===== src/rtl/latch_stim_if.sv =====
// latch_stim_if: control and latch-drive signals of latch_stim_gen
interface latch_stim_if #(
  parameter int CW = 8
);
  logic          start;
  logic          abort;
  logic          d;
  logic          en;
  logic          busy;
  logic          done;
  logic [CW-1:0] iter_cnt;
  modport master(input start, abort, output d, en, busy, done, iter_cnt);
  modport slave(output start, abort, input d, en, busy, done, iter_cnt);
endinterface


===== src/rtl/latch_stim_gen.sv =====
// latch_stim_gen: LFSR-timed toggle source for the d/en inputs of a d_latch
module latch_stim_gen #(
  parameter int          ITER = 5,
  parameter logic [15:0] SEED = 16'hACE1,
  parameter int          CW   = 8
) (
  input logic clk,
  input logic rst,
  latch_stim_if.master io
);
  localparam logic [15:0] SEED_NZ = (SEED == 16'h0000) ? 16'h0001 : SEED;
  typedef enum logic [1:0] {IDLE, LOAD, WAIT_EN, WAIT_D} state_t;
  state_t      state;
  logic [15:0] lfsr;
  logic [2:0]  cnt;
  logic [2:0]  dly_d;
  always_ff @(posedge clk or posedge rst)
    if (rst) begin
      state       <= IDLE;
      io.d        <= 1'b0;
      io.en       <= 1'b0;
      io.busy     <= 1'b0;
      io.done     <= 1'b0;
      io.iter_cnt <= '0;
      lfsr        <= SEED_NZ;
      cnt         <= 3'd0;
      dly_d       <= 3'd0;
    end else if (state != IDLE && io.abort) begin
      // abort wins over any toggle due on this edge; outputs freeze
      state   <= IDLE;
      io.busy <= 1'b0;
    end else begin
      case (state)
        IDLE: begin
          io.done <= 1'b0;
          if (io.start) begin
            io.busy     <= 1'b1;
            io.iter_cnt <= '0;
            state       <= LOAD;
          end
        end
        LOAD: begin
          cnt   <= {1'b0, lfsr[1:0]};
          dly_d <= lfsr[4:2];
          lfsr  <= {lfsr[14:0], lfsr[15] ^ lfsr[13] ^ lfsr[12] ^ lfsr[10]};
          state <= WAIT_EN;
        end
        WAIT_EN: begin
          if (cnt != 3'd0) cnt <= cnt - 3'd1;
          else begin
            io.en <= ~io.en;
            cnt   <= dly_d;
            state <= WAIT_D;
          end
        end
        WAIT_D: begin
          if (cnt != 3'd0) cnt <= cnt - 3'd1;
          else begin
            io.d        <= ~io.d;
            io.iter_cnt <= io.iter_cnt + CW'(1);
            if (io.iter_cnt == CW'(ITER - 1)) begin
              state   <= IDLE;
              io.busy <= 1'b0;
              io.done <= 1'b1;
            end else state <= LOAD;
          end
        end
        default: state <= IDLE;
      endcase
    end
endmodule

===== src/flat_wrapper.sv =====
// flat-port wrapper written by rule: the top's interface ports become plain ports
module latch_stim_gen_flat 
#(
  parameter int          ITER = 5,
  parameter logic [15:0] SEED = 16'hACE1,
  parameter int          CW   = 8
)
  (clk, rst, io_start, io_abort, io_d, io_en, io_busy, io_done, io_iter_cnt);
  latch_stim_if #(.CW(CW)) io_i ();
  input logic clk;
  input logic rst;
  input wire logic [$bits(io_i.start)-1:0] io_start;
  input wire logic [$bits(io_i.abort)-1:0] io_abort;
  output wire logic [$bits(io_i.d)-1:0] io_d;
  output wire logic [$bits(io_i.en)-1:0] io_en;
  output wire logic [$bits(io_i.busy)-1:0] io_busy;
  output wire logic [$bits(io_i.done)-1:0] io_done;
  output wire logic [$bits(io_i.iter_cnt)-1:0] io_iter_cnt;
  assign io_i.start = io_start;
  assign io_i.abort = io_abort;
  assign io_d = io_i.d;
  assign io_en = io_i.en;
  assign io_busy = io_i.busy;
  assign io_done = io_i.done;
  assign io_iter_cnt = io_i.iter_cnt;
  latch_stim_gen #(.ITER(ITER), .SEED(SEED), .CW(CW)) u_core (.clk(clk), .rst(rst), .io(io_i));
endmodule

===== config.mk =====
export PLATFORM = sky130hd
export DESIGN_NAME = latch_stim_gen_flat
export DESIGN_NICKNAME = d
export VERILOG_FILES = /design/src/rtl/latch_stim_if.sv /design/src/rtl/latch_stim_gen.sv /design/src/flat_wrapper.sv
export SDC_FILE = /design/constraint.sdc
export NUM_CORES = 1
export LEC_CHECK = 0
export ABC_AREA = 1
export CAP_MARGIN = 40
export CORE_MARGIN = 3
export CORE_UTILIZATION = 50
export CTS_BUF_LIST = sky130_fd_sc_hd__clkbuf_16
export DETAILED_ROUTE_END_ITERATION = 8
export GPL_TIMING_DRIVEN = 0
export MAX_ROUTING_LAYER = met4
export PLACE_DENSITY = 0.75
export SLEW_MARGIN = 25
export SYNTH_ARGS = -nofsm -noshare
export SYNTH_HDL_FRONTEND = slang
export SYNTH_SLANG_ARGS = --single-unit

===== constraint.sdc =====
create_clock -name clk -period 1.7 [get_ports clk]
set_input_delay 0.34 -clock clk [delete_from_list [all_inputs] [get_ports clk]]
set_output_delay 0.34 -clock clk [all_outputs]
set_load 0.1 [all_outputs]

# After elaboration in Yosys (flattened, before gate mapping)
# Cells that the tools add are included.
[totals]
ff_bits = 36
input_bits = 4
output_inout_bits = 12
elab_cells = 65
[op_classes]
addsub = 2
eq_ne = 12
n_mux = 20
bitwise_logic = 7
n_reduce_logical = 15
[ops]
columns = ["op", "count"]
rows = [
  ["two-way mux 8 bit", 2],
  ["one-hot mux 8 bit (2 select lines)", 1],
  ["AND reduction 3 bit", 4],
  ["AND reduction 4 bit", 3],
  ["inequality test 3 x 2 -> 1 bit (second input constant)", 3],
  ["one-hot mux 3 bit (3 select lines)", 1],
  ["nonzero test 3 bit", 3],
  ["adder 8 x 1 -> 8 bit (second input constant)", 1],
  ["equality test 8 x 3 -> 1 bit (second input constant)", 1],
  ["two-way mux 2 bit", 4],
  ["one-hot mux 2 bit (4 select lines)", 1],
  ["two-way mux 1 bit", 7],
  ["two-way mux 3 bit", 2],
  ["equality test 2 bit (second input constant)", 2],
  ["inequality test 2 x 1 -> 1 bit (second input constant)", 2],
  ["inequality test 2 bit (second input constant)", 2],
  ["inverter 1 bit", 4],
  ["one-hot mux 1 bit (2 select lines)", 2],
  ["nonzero test 2 bit", 2],
  ["inequality test 3 x 1 -> 1 bit (second input constant)", 1],
  ["subtractor 3 x 1 -> 3 bit (second input constant)", 1],
  ["XOR 1 bit", 3],
  ["equality test 2 x 1 -> 1 bit (second input constant)", 1],
  ["logical NOT 2 bit", 1],
  ["2 further kinds", 2],
]

# Longest topological paths before layout
[depth]
word_depth = 5
depth_mapped = 10
ltp_nobuf = 9

# Worst setup path before layout
# Ideal clock, no wire load.
[synth_timing]
path_kind = "reg2reg"
from = "reg u_core.io.iter_cnt[0]"
to = "reg u_core.state[0]"
setup_time_ns = 0.065
arrival_time_ns = 1.730
t_required_ns = 1.635
setup_slack_ns = -0.095
path_stages_with_launch = 8
n_path_buf = 0
period_less_slack_ns = 1.795
path_cell_list = "dfrtp_1 inv_1 ha_1 nand3_1 nor2_1 o21ai_0 nand2_1 nand2_1"
[synth_via]
elab_chain_len = 5
[synth_rtl]
columns = ["item", "line", "rtl"]
rows = [
  ["start, declared", "latch_stim_if.sv:12", "modport master(input start, abort, output d, en, busy, done, iter_cnt);"],
  ["start signal, assigned", "latch_stim_gen.sv:60", "io.iter_cnt <= io.iter_cnt + CW'(1);"],
  ["equality test 8 x 3 -> 1 bit", "latch_stim_gen.sv:61", "if (io.iter_cnt == CW'(ITER - 1)) begin"],
  ["two-way mux 1 bit", "latch_stim_gen.sv:61", ""],
  ["two-way mux 2 bit", "latch_stim_gen.sv:57", "if (cnt != 3'd0) cnt <= cnt - 3'd1;"],
  ["one-hot mux 2 bit (4 select lines)", "latch_stim_gen.sv:33", "case (state)"],
  ["two-way mux 2 bit", "latch_stim_gen.sv:28", "end else if (state != IDLE && io.abort) begin"],
  ["end signal, assigned", "latch_stim_gen.sv:30", "state <= IDLE;"],
  ["end signal, assigned", "latch_stim_gen.sv:62", "state <= IDLE;"],
  ["end signal, assigned", "latch_stim_gen.sv:65", "end else state <= LOAD;"],
  ["end, declared", "latch_stim_gen.sv:13", "state_t state;"],
]
# Every way passes these cells. The select of a mux whose other input is x is not followed.
# A chain may end at the register's enable or synchronous reset.

# Worst setup path after layout
[layout_timing]
from = "reg u_core.io.busy"
to = "out io_busy"
[layout_rtl]
columns = ["item", "line", "rtl"]
rows = [
  ["start, declared", "latch_stim_if.sv:12", ""],
  ["start signal, assigned", "latch_stim_gen.sv:22", "io.busy <= 1'b0;"],
  ["start signal, assigned", "latch_stim_gen.sv:31", "io.busy <= 1'b0;"],
  ["start signal, assigned", "latch_stim_gen.sv:37", "io.busy <= 1'b1;"],
  ["end, declared", "flat_wrapper.sv:16", "output wire logic [$bits(io_i.busy)-1:0] io_busy;"],
]
# No word-level cell between the ends.

==> flow_metrics.py <==
metrics = {
    "yosys": {
        "netlist_area_um2": 1900,
        "synthTopCellsByArea": "dfrtp_1, nand2_1, dfstp_2, inv_1, ha_1",
        "async_reset_ff_share_pct": 100,
        "synth_top_area_share_pct": 34.2,
        "ys.flop_type": "dfrtp_1",
        "yosysTopAreaCell": "dfrtp_1",
        "yosysWarnings": 0,
        "ys_seq_area_share_pct": 45.3,
        "synth.avg_cell_area_um2": 7.85,
        "netlist_instances": 242,
        "netlist_top_cells_count": "nand2_1, inv_1, dfrtp_1, nand3_1, nor2_1",
        "postSynthNetCount": 254,
        "ys_ff_latch": 34,
        "synth.most_common_cell": "nand2_1",
        "synth_edf_count": 0,
        "synth_cell_types": 30,
    },
    "layout": {
        "final_nets": 278,
        "drive_above_1_share_pct": 21.3,
        "antenna_cells": 0,
        "syn_to_final_growth_pct": 27.8,
    },
    "clocking": {
        "cts_tree": "done",
        "postCtsHoldBufs": 0,
        "cts_sinks": 34,
        "clk_pin_slew_worst_paths_ps": 50,
        "h-tree-depth": 2,
        "cts_buffers": 5,
        "clk_path_buf_depth": 2,
        "clk_latency_ps": 280,
        "cts_root_buf": "clkbuf_16",
    },
    "power_and_ir_drop": {
        "power_density_nw_per_um2": 1740,
        "p_total_mw": 4.24,
        "leakagePower_nw": 1.14,
        "peakVddDrop_uv": 1690,
    },
    "setup_path": {
        "worst-path-buf-inv": 2,
        "crit_cells": 2,
        "worstSetupPathType": "register to output port",
        "critPathMaxStageDelay_ps": 520,
        "critPathSlowestCell": "clkdlybuf4s50_1",
        "worstPathCellList": "clkdlybuf4s50_1 -> buf_12",
        "arrival_ps": 1320,
        "crit_family": "buffers and inverters",
        "cp_max_fo": 2,
        "reg2regPathDepth": 9,
        "cp.required_ps": 1360,
        "startpoint_type": "register",
        "end_kind": "output port",
    },
    "placed_design": {
        "dp_slack_ps": 44.9,
        "io_buffers": 15,
        "gp_congestion": 0.859,
        "dp_hpwl_um": 2740,
    },
    "drt": {
        "vias": 1597,
        "drt_iter0_drc": 93,
        "drcViolationCount": 0,
        "wirelength_um": 3980,
        "wl_per_cell_um": 12.7,
        "ant_nets": 0,
        "via_per_inst": 5.10,
        "drt_pass1_iterations": 5,
    },
    "grt": {
        "grt_pass1_vias": 1606,
        "grt_pass1_wl_um": 6980,
        "grt_max_degree": 35,
        "track_usage_pct": 20.8,
        "grt_antenna_before_repair": 0,
        "gr-total-overflow": 0,
    },
    "sta": {
        "worst_pin_slew_ps": 711,
        "final-setup-viol-count": 0,
        "period_share_pct": 97.5,
        "worst_slack_ps": 42.3,
        "slew_viol_final": 0,
        "hold_viol": 0,
        "fmax_ghz": 0.603,
        "holdWs_ps": 457,
        "fin_crit_ps": 1660,
        "slew-limit-headroom_pct": 52.5,
        "skew_ps": 6.08,
    },
    "floorplanning": {
        "io_pins": 16,
        "die_area_um2": 4580,
        "die_h_um": 67.7,
        "row_count": 21,
        "die_x_um": 67.7,
        "start_util_pct": 54.4,
        "placeableCoreArea_um2": 3490,
    },
    "worst_hold_path": {
        "min_path_cells": 2,
        "hold_path_class": "register to register",
    },
    "run": {
        "maxCapViolations": 0,
    },
    "status": {
        "outcome": "complete, no violations",
    },
}
per-layer routing:
layer,GRT usage (%),wire (µm),part of all wire (%),vias up
li1,-,-,-,803
met1,26.5,1830,46,734
met4,6.84,54,1.4,0
met5,-,0,0,-
met2,31.7,1910,48,54
met3,5.82,185,4.6,6
power by group:
group	total, mW	switching, mW	internal [mW]
Combinational	1.97	1.25	0.716
Sequential	1.28	0.180	1.10
Clock	0.994	0.315	0.680
final cells by class:
type,instances,area (µm²)
plain buffers,5,55.1
clock inverters,3,37.5
fillers,260,1060
clock buffers,5,125
inverters,34,133
well taps,46,57.6
multi-input cells,169,865
flip-flops and latches,34,870
repair buffers,17,288
path summary, 6_finish.rpt:
path	startpoint	end	slack, ps
worst max-delay path	u_core.io.busy	io_busy	40
worst min-delay path	u_core.lfsr[6]	u_core.lfsr[6]	460
worst max register to register	u_core.state[0]	u_core.dly_d[1]	130
worst min register to register	u_core.lfsr[6]	u_core.lfsr[6]	460
max in group asynchronous	rst	u_core.io.iter_cnt[5]	690
min in group asynchronous	rst	u_core.io.iter_cnt[6]	510
placed cells by master, fill, tap and decap left out, types with 2 or more instances in the layout:
cell             instances
inv_1                   30
nand2_1                 84
nand2_2                  2
dfstp_2                  8
a21oi_1                  2
buf_4                    2
nor2_4                   2
nand3_2                  3
ha_1                     7
dfrtp_2                  7
inv_2                    3
buf_6                    2
clkbuf_16                5
o21ai_0                 10
nor2_1                  16
xor2_1                   2
clkdlybuf4s50_1          4
dfrtp_1                 19
nand4_1                  5
buf_12                  13
nand3_1                 16
o21bai_1                 2
xnor2_1                  2
o21ai_1                  8
inv_4                    2
flip-flops by register name, summed over array words and instances (netlist names):
signal              count
u_core.cnt              3
u_core.io.en            1
u_core.io.done          1
u_core.io.busy          1
u_core.state            2
u_core.lfsr            14
u_core.io.d             1
u_core.io.iter_cnt      8
u_core.dly_d            3
logic make-up after synthesis:
| logic type | synth area share, % |
|---|---|
| buf+inv | 9.74 |
| fa+ha+maj | 5.27 |
| compound gates | 7.31 |
| flops | 45.3 |
| xor+xnor | 1.84 |
| simple gates | 30.5 |
per-stage QoR:
stage	area, µm²	TNS, ps	std cells	utilization (%)
after detailed placement	2290	0	315	65.6
after global routing	2430	-10.4	313	69.5
final	2430	0	313	69.5
after global placement	2110	-6240	303	60.4
after floorplan	1900	0	242	-
after CTS	2430	0	316	69.6
worst register-to-register path, cell delays in order (launching register included):
cell     delay (ps)
dfrtp_1         420
inv_1           100
ha_2            220
inv_2            70
nand2_4          90
inv_4            60
nor2_4          100
buf_6           150
buf_12          130
o21ai_0          90
timing repair:
action | in CTS | in global routing
pin swaps | 0 | 0
cloned | 0 | 0
setup buffers | 1 | 0
gates resized for setup | 13 | 7
setup endpoints to repair | 9 | 12
No activity file was read; power rests on OpenSTA's default activity.
